**src/rtl/vtgen_prog_if.sv**
```systemverilog
// rtl/vtgen_prog_if.sv - configuration and video signal bundle for the raster timing generator
interface vtgen_prog_if #(
    parameter int HW = 11,
    parameter int VW = 10
);
    logic          en;
    logic          cfg_wr;
    logic [HW-1:0] cfg_h_total, cfg_h_sync, cfg_h_bp, cfg_h_act;
    logic [VW-1:0] cfg_v_total, cfg_v_sync, cfg_v_bp, cfg_v_act;
    logic          cfg_pend;
    logic          cfg_err;
    logic          hs, vs, de;
    logic [HW-1:0] x;
    logic [VW-1:0] y;
    logic          line_start;
    logic          frame_start;

    modport master (
        output en, cfg_wr,
        output cfg_h_total, cfg_h_sync, cfg_h_bp, cfg_h_act,
        output cfg_v_total, cfg_v_sync, cfg_v_bp, cfg_v_act,
        input  cfg_pend, cfg_err, hs, vs, de, x, y, line_start, frame_start
    );

    modport slave (
        input  en, cfg_wr,
        input  cfg_h_total, cfg_h_sync, cfg_h_bp, cfg_h_act,
        input  cfg_v_total, cfg_v_sync, cfg_v_bp, cfg_v_act,
        output cfg_pend, cfg_err, hs, vs, de, x, y, line_start, frame_start
    );
endinterface

```
**src/rtl/vtgen_prog.sv**
```systemverilog
// rtl/vtgen_prog.sv - programmable raster timing generator with frame-boundary reconfiguration
module vtgen_prog #(
    parameter int HW      = 11,
    parameter int VW      = 10,
    parameter int H_TOTAL = 459,
    parameter int H_SYNC  = 10,
    parameter int H_BP    = 42,
    parameter int H_ACT   = 320,
    parameter int V_TOTAL = 292,
    parameter int V_SYNC  = 3,
    parameter int V_BP    = 6,
    parameter int V_ACT   = 196,
    parameter bit HS_POL  = 1'b0,
    parameter bit VS_POL  = 1'b0,
    parameter bit DE_POL  = 1'b1
) (
    input  logic        clk,
    input  logic        xrst,
    vtgen_prog_if.slave bus
);
    typedef struct packed {
        logic [HW-1:0] ht, hs, hb, ha;
        logic [VW-1:0] vt, vs, vb, va;
    } tcfg_t;

    localparam tcfg_t CFG_RST = {HW'(H_TOTAL), HW'(H_SYNC), HW'(H_BP), HW'(H_ACT),
                                 VW'(V_TOTAL), VW'(V_SYNC), VW'(V_BP), VW'(V_ACT)};

    tcfg_t         act_q, act_d, shd_q, shd_d, wcfg;
    logic          pend_q, pend_d, err_q, err_d;
    logic [HW-1:0] h_q, h_d, x_q, x_d;
    logic [VW-1:0] v_q, v_d, y_q, y_d;
    logic          hs_q, hs_d, vs_q, vs_d, de_q, de_d, ls_q, ls_d, fs_q, fs_d;
    logic          wr_ok, h_last, v_last, apply, hde, vde;
    logic [HW:0]   h_sum, h_end;
    logic [VW:0]   v_sum, v_end;

    // Sums are one bit wider so an extreme back porch cannot wrap into range.
    always_comb begin
        wcfg  = {bus.cfg_h_total, bus.cfg_h_sync, bus.cfg_h_bp, bus.cfg_h_act,
                 bus.cfg_v_total, bus.cfg_v_sync, bus.cfg_v_bp, bus.cfg_v_act};
        h_sum = {1'b0, wcfg.hb} + {1'b0, wcfg.ha};
        v_sum = {1'b0, wcfg.vb} + {1'b0, wcfg.va};
        wr_ok = !((wcfg.ht < HW'(2)) || (wcfg.vt < VW'(2)) ||
                  (wcfg.hs == '0) || (wcfg.hs >= wcfg.ht) ||
                  (wcfg.vs == '0) || (wcfg.vs >= wcfg.vt) ||
                  (wcfg.ha == '0) || (h_sum > {1'b0, wcfg.ht}) ||
                  (wcfg.va == '0) || (v_sum > {1'b0, wcfg.vt}));
    end

    always_comb begin
        h_last = (h_q == act_q.ht - HW'(1));
        v_last = (v_q == act_q.vt - VW'(1));
        apply  = !bus.en || (h_last && v_last);
        act_d  = act_q;
        shd_d  = shd_q;
        pend_d = pend_q;
        err_d  = bus.cfg_wr && !wr_ok;
        if (apply) begin
            // A write landing on the boundary bypasses the shadow entirely.
            if (bus.cfg_wr && wr_ok) begin
                act_d = wcfg;
            end else if (pend_q) begin
                act_d = shd_q;
            end
            pend_d = 1'b0;
        end else if (bus.cfg_wr && wr_ok) begin
            shd_d  = wcfg;
            pend_d = 1'b1;
        end
        h_d = '0;
        v_d = '0;
        if (bus.en && !h_last) begin
            h_d = h_q + HW'(1);
            v_d = v_q;
        end else if (bus.en && !v_last) begin
            v_d = v_q + VW'(1);
        end
    end

    always_comb begin
        h_end = {1'b0, act_q.hb} + {1'b0, act_q.ha};
        v_end = {1'b0, act_q.vb} + {1'b0, act_q.va};
        hde   = (h_q >= act_q.hb) && ({1'b0, h_q} < h_end);
        vde   = (v_q >= act_q.vb) && ({1'b0, v_q} < v_end);
        hs_d  = ~HS_POL;
        vs_d  = ~VS_POL;
        de_d  = ~DE_POL;
        x_d   = '0;
        y_d   = '0;
        ls_d  = 1'b0;
        fs_d  = 1'b0;
        if (bus.en) begin
            hs_d = (h_q < act_q.hs) ? HS_POL : ~HS_POL;
            vs_d = (v_q < act_q.vs) ? VS_POL : ~VS_POL;
            de_d = (hde && vde) ? DE_POL : ~DE_POL;
            x_d  = (hde && vde) ? h_q - act_q.hb : '0;
            y_d  = vde ? v_q - act_q.vb : '0;
            ls_d = (h_q == '0);
            fs_d = (h_q == '0) && (v_q == '0);
        end
    end

    always_ff @(posedge clk or negedge xrst) begin
        if (!xrst) begin
            act_q  <= CFG_RST;
            shd_q  <= CFG_RST;
            pend_q <= 1'b0;
            err_q  <= 1'b0;
            h_q    <= '0;
            v_q    <= '0;
            hs_q   <= ~HS_POL;
            vs_q   <= ~VS_POL;
            de_q   <= ~DE_POL;
            x_q    <= '0;
            y_q    <= '0;
            ls_q   <= 1'b0;
            fs_q   <= 1'b0;
        end else begin
            act_q  <= act_d;
            shd_q  <= shd_d;
            pend_q <= pend_d;
            err_q  <= err_d;
            h_q    <= h_d;
            v_q    <= v_d;
            hs_q   <= hs_d;
            vs_q   <= vs_d;
            de_q   <= de_d;
            x_q    <= x_d;
            y_q    <= y_d;
            ls_q   <= ls_d;
            fs_q   <= fs_d;
        end
    end

    assign bus.cfg_pend    = pend_q;
    assign bus.cfg_err     = err_q;
    assign bus.hs          = hs_q;
    assign bus.vs          = vs_q;
    assign bus.de          = de_q;
    assign bus.x           = x_q;
    assign bus.y           = y_q;
    assign bus.line_start  = ls_q;
    assign bus.frame_start = fs_q;
endmodule
```
**src/flat_wrapper.sv**
```systemverilog
// flat-port wrapper written by rule: the top's interface ports become plain ports
module vtgen_prog_flat 
#(
    parameter int HW      = 11,
    parameter int VW      = 10,
    parameter int H_TOTAL = 459,
    parameter int H_SYNC  = 10,
    parameter int H_BP    = 42,
    parameter int H_ACT   = 320,
    parameter int V_TOTAL = 292,
    parameter int V_SYNC  = 3,
    parameter int V_BP    = 6,
    parameter int V_ACT   = 196,
    parameter bit HS_POL  = 1'b0,
    parameter bit VS_POL  = 1'b0,
    parameter bit DE_POL  = 1'b1
)
  (clk, xrst, bus_en, bus_cfg_wr, bus_cfg_h_total, bus_cfg_h_sync, bus_cfg_h_bp, bus_cfg_h_act, bus_cfg_v_total, bus_cfg_v_sync, bus_cfg_v_bp, bus_cfg_v_act, bus_cfg_pend, bus_cfg_err, bus_hs, bus_vs, bus_de, bus_x, bus_y, bus_line_start, bus_frame_start);
  vtgen_prog_if #(.HW(HW), .VW(VW)) bus_i ();
  input  logic clk;
  input  logic xrst;
  input wire logic [$bits(bus_i.en)-1:0] bus_en;
  input wire logic [$bits(bus_i.cfg_wr)-1:0] bus_cfg_wr;
  input wire logic [$bits(bus_i.cfg_h_total)-1:0] bus_cfg_h_total;
  input wire logic [$bits(bus_i.cfg_h_sync)-1:0] bus_cfg_h_sync;
  input wire logic [$bits(bus_i.cfg_h_bp)-1:0] bus_cfg_h_bp;
  input wire logic [$bits(bus_i.cfg_h_act)-1:0] bus_cfg_h_act;
  input wire logic [$bits(bus_i.cfg_v_total)-1:0] bus_cfg_v_total;
  input wire logic [$bits(bus_i.cfg_v_sync)-1:0] bus_cfg_v_sync;
  input wire logic [$bits(bus_i.cfg_v_bp)-1:0] bus_cfg_v_bp;
  input wire logic [$bits(bus_i.cfg_v_act)-1:0] bus_cfg_v_act;
  output wire logic [$bits(bus_i.cfg_pend)-1:0] bus_cfg_pend;
  output wire logic [$bits(bus_i.cfg_err)-1:0] bus_cfg_err;
  output wire logic [$bits(bus_i.hs)-1:0] bus_hs;
  output wire logic [$bits(bus_i.vs)-1:0] bus_vs;
  output wire logic [$bits(bus_i.de)-1:0] bus_de;
  output wire logic [$bits(bus_i.x)-1:0] bus_x;
  output wire logic [$bits(bus_i.y)-1:0] bus_y;
  output wire logic [$bits(bus_i.line_start)-1:0] bus_line_start;
  output wire logic [$bits(bus_i.frame_start)-1:0] bus_frame_start;
  assign bus_i.en = bus_en;
  assign bus_i.cfg_wr = bus_cfg_wr;
  assign bus_i.cfg_h_total = bus_cfg_h_total;
  assign bus_i.cfg_h_sync = bus_cfg_h_sync;
  assign bus_i.cfg_h_bp = bus_cfg_h_bp;
  assign bus_i.cfg_h_act = bus_cfg_h_act;
  assign bus_i.cfg_v_total = bus_cfg_v_total;
  assign bus_i.cfg_v_sync = bus_cfg_v_sync;
  assign bus_i.cfg_v_bp = bus_cfg_v_bp;
  assign bus_i.cfg_v_act = bus_cfg_v_act;
  assign bus_cfg_pend = bus_i.cfg_pend;
  assign bus_cfg_err = bus_i.cfg_err;
  assign bus_hs = bus_i.hs;
  assign bus_vs = bus_i.vs;
  assign bus_de = bus_i.de;
  assign bus_x = bus_i.x;
  assign bus_y = bus_i.y;
  assign bus_line_start = bus_i.line_start;
  assign bus_frame_start = bus_i.frame_start;
  vtgen_prog #(.HW(HW), .VW(VW), .H_TOTAL(H_TOTAL), .H_SYNC(H_SYNC), .H_BP(H_BP), .H_ACT(H_ACT), .V_TOTAL(V_TOTAL), .V_SYNC(V_SYNC), .V_BP(V_BP), .V_ACT(V_ACT), .HS_POL(HS_POL), .VS_POL(VS_POL), .DE_POL(DE_POL)) u_core (.clk(clk), .xrst(xrst), .bus(bus_i));
endmodule
```
**config.mk**
```make
export PLATFORM = sky130hd
export DESIGN_NAME = vtgen_prog_flat
export DESIGN_NICKNAME = d
export VERILOG_FILES = /design/src/rtl/vtgen_prog_if.sv /design/src/rtl/vtgen_prog.sv /design/src/flat_wrapper.sv
export SDC_FILE = /design/constraint.sdc
export NUM_CORES = 1
export LEC_CHECK = 0
export ABC_CLOCK_PERIOD_IN_PS = 10020
export BUFFER_PORTS_ARGS = -buffer_cell sky130_fd_sc_hd__buf_2
export CORE_ASPECT_RATIO = 1.2
export CORE_MARGIN = 1.5
export CORE_UTILIZATION = 60
export CTS_CLUSTER_SIZE = 28
export DETAILED_ROUTE_END_ITERATION = 6
export GPL_ROUTABILITY_DRIVEN = 0
export MAX_ROUTING_LAYER = met4
export PLACE_DENSITY = 0.8
export SLEW_MARGIN = 20
export SYNTH_ARGS = -nofsm -noshare
export SYNTH_HDL_FRONTEND = slang
export SYNTH_SLANG_ARGS = --single-unit
```
**constraint.sdc**
```tcl
create_clock -name clk -period 10.02 [get_ports clk]
set_clock_uncertainty 0.1 [all_clocks]
set_input_delay 1.002 -clock clk [delete_from_list [all_inputs] [get_ports clk]]
set_output_delay 1.002 -clock clk [all_outputs]
set_load 0.02 [all_outputs]
```
==> flow_summary.ini <==
[clock_tree]
hold_buffers = 0
htreeDepth = 1
cts_buffer_depth = 3
clk_pin_slew_worst_paths_ps = 60
cts.sinks = 217
root_buffer = clkbuf_16
clk_latency_ps = 520
cts-buffers-inserted = 23
cts_resized = 0
cts_setup_buffers = 0
cts_tree = built

[floorplan]
fp.dieH_um = 174
die_width_um = 145
initial_core_util = 0.610
dieArea_um2 = 25300
io_pins = 116
core_area_um2 = 23900
num_rows = 62

[synth]
synth_top_area_cell = dfrtp_1
synth_ff_type = dfrtp_1
synthArstFlopShare = 1.00
synthCells = 1334
synth_top_family_by_area = multiplexers
synth_simple_gate_area_frac = 0.0967
synthTopCellsByCount = dfrtp_1 (169), ha_1 (149), inv_1 (107)
synth_edf_count = 0
ys_seq_area_frac = 0.376
synth_area_leaders = dfrtp_1 (29%), ha_1 (13%), dfstp_2 (8.6%)
postSynthAreaPerCell_um2 = 10.9
synth_fa_ha_area_frac = 0.136
synthMuxAreaShare = 0.203
ys_types = 68
syn_area_um2 = 14600
synth-xor-area-share = 0.0474
synth_compound_area_frac = 0.0945
yosysMostFrequentCell = dfrtp_1
yosysWarnings = 0
synth-seq-cells = 217
synth_top_area_frac = 0.290
syn_nets = 1577

[route]
drc_errors = 0
via_per_inst = 6.07
drtIter0Drc = 635
route.vias.total = 10800
drt_pass1_iterations = 5
wire_per_inst_um = 19.6
routed_wl_um = 34800
ant_nets = 0

[global_route]
grt_use_total = 0.285
grt_pass1_wl_um = 56400
grt_overflow_total = 0
antenna_found_initial = 1
grt_max_degree = 84
grt_pass1_vias = 11000

[setup_path]
cp.required_ps = 10320
critical_path_class = input port to flop
crit_path_max_fanout = 60
r2r_end = u_core.shd_q[45]
cp-start-kind = input port
r2r-start = u_core.act_q[73]
critPathCaptureType = flop
crit_arrival_ps = 6340
r2r_cells = 12
r2r_slack_ps = 5240

[cells_and_area]
syn_to_final_growth_pct = 10.4
nNetsFinal = 1680
final_cells = 1774
fin_util = 0.674
drive_gt1_frac = 0.261

[timing]
max_freq_mhz = 166
relSlewSlack = 0.283
min_period_ps = 6040
slew_violations = 0
rsz0062_at_grt = false
fin_crit_sh = 0.603
setup_violations = 0
fin_tns_setup_ps = 0
tightest_slew_ps = 1080
finalHoldViolations = 0

[place]
dpl.cell_count = 1732
port_buffers = 115
dp_hpwl_um = 25600

[power]
p_sw_w = 0.00134
switching_share = 0.348
pwr-share-comb = 0.416
vdd_drop_max_uv = 174
p_leak_nw = 8.08
power_frac_seq = 0.371
power_frac_clock = 0.212
power_density_nw_per_um2 = 240
intPower_w = 0.00252

[job]
cap_violations = 0

[run_status]
status = finished, final reports clean

[hold_path]
hold_path_class = input port to async pin
[worst max path at each step]
stage | from | depth (start not counted) | end
after floorplan | bus_cfg_v_act[1] | 19 | u_core.act_q[0]
after global placement | bus_cfg_h_act[0] | 19 | u_core.shd_q[22]
after detailed placement | bus_cfg_h_act[0] | 19 | u_core.shd_q[42]
after CTS | bus_cfg_h_act[0] | 19 | u_core.shd_q[33]
after global routing | bus_cfg_v_act[0] | 20 | u_core.shd_q[4]
final | bus_cfg_h_act[0] | 19 | u_core.shd_q[45]
[per-layer routing]
layer / part of all wire / track usage
met5: 0 / -
met2: 0.47 / 0.461
met4: 0.042 / 0.111
met1: 0.43 / 0.365
met3: 0.053 / 0.0392
[cells by family (layout without fill, tap and decap cells)]
logic type               after synthesis  count (layout)
AO/OA/AOI/OAI                        210             210
other                                  0               1
AND/OR/NAND/NOR                      268             268
XOR/XNOR                              79              79
flip-flops                           217             217
buffers and inverters                151             270
multiplexers                         254             254
adder cells (fa/ha/maj)              155             155
[metrics by stage]
step                worst slack [ps]  total power [W]  cell area (um^2)  hold slack, ps
CTS                             3980          0.00387             16100             395
global route                    3660          0.00412             16100             415
detailed placement              3450          0.00303             15400             386
global placement                3610          0.00295             15400             374
finish                          3980          0.00386             16100             380
floorplan                       4880          0.00264             14600             360
[critical path: stages]
cell and delay, ps:
buf_2 130, ha_1 270, fa_1 420, a21o_1 180, a21oi_1 210, o21bai_1 90
a21oi_1 210, o21ai_0 170, xor2_1 170, ha_1 310, nand3_1 110, or2_2 310
a21oi_1 120, o21ai_0 100, nand4_1 100, or3_4 490, or2_4 540, buf_4 880
mux2_2 420
[sequential cells by signal, summed over array words and instances, names as in the netlist, 10 cells and up]
| register | count |
|---|---|
| u_core.v_q | 10 |
| u_core.shd_q | 84 |
| u_core.h_q | 11 |
| u_core.bus.y | 10 |
| u_core.bus.x | 11 |
| u_core.act_q | 84 |
[cells in the final DEF, fill, tap and decap left out, types with 5 or more instances in the layout]
cell / n
nor3b_1: 7
o211ai_1: 7
nand4_1: 20
mux2i_1: 98
ha_1: 149
a211oi_1: 6
dfrtp_1: 169
xor2_1: 36
nand3_1: 28
clkbuf_1: 7
buf_2: 114
o21bai_1: 8
clkbuf_16: 23
nand2_1: 38
mux2_2: 96
a21oi_1: 59
o21ai_0: 48
nor3_1: 31
clkbuf_8: 6
nand2b_1: 16
nor4_1: 22
nor2b_1: 10
buf_4: 7
xnor2_1: 43
and3_1: 11
inv_1: 107
fa_1: 6
dfstp_2: 48
nor2_1: 59
mux2_4: 60
a31oi_1: 8
a21o_1: 30
o21a_1: 5
[area by class of cell]
class / count / area [um^2]
Multi-Input combinational cell: 966 / 8460
Antenna cell: 1 / 2.50
Sequential cell: 217 / 5490
Tap cell: 320 / 400
Timing Repair Buffer: 122 / 638
Clock buffer: 36 / 684
Clock inverter: 5 / 30.0
Inverter: 107 / 402
Fill cell: 1851 / 7790
[power by group through the flow]
| stage | Clock, W | Combinational [W] | Sequential, W |
|---|---|---|---|
| floorplan | 0 | 0.00124 | 0.00140 |
| global route | 0.000872 | 0.00178 | 0.00147 |
| finish | 0.000820 | 0.00161 | 0.00143 |
| global placement | 0 | 0.00153 | 0.00142 |
| detailed placement | 0 | 0.00160 | 0.00143 |
| CTS | 0.000834 | 0.00161 | 0.00143 |
Power figures use the tool's default switching activity.
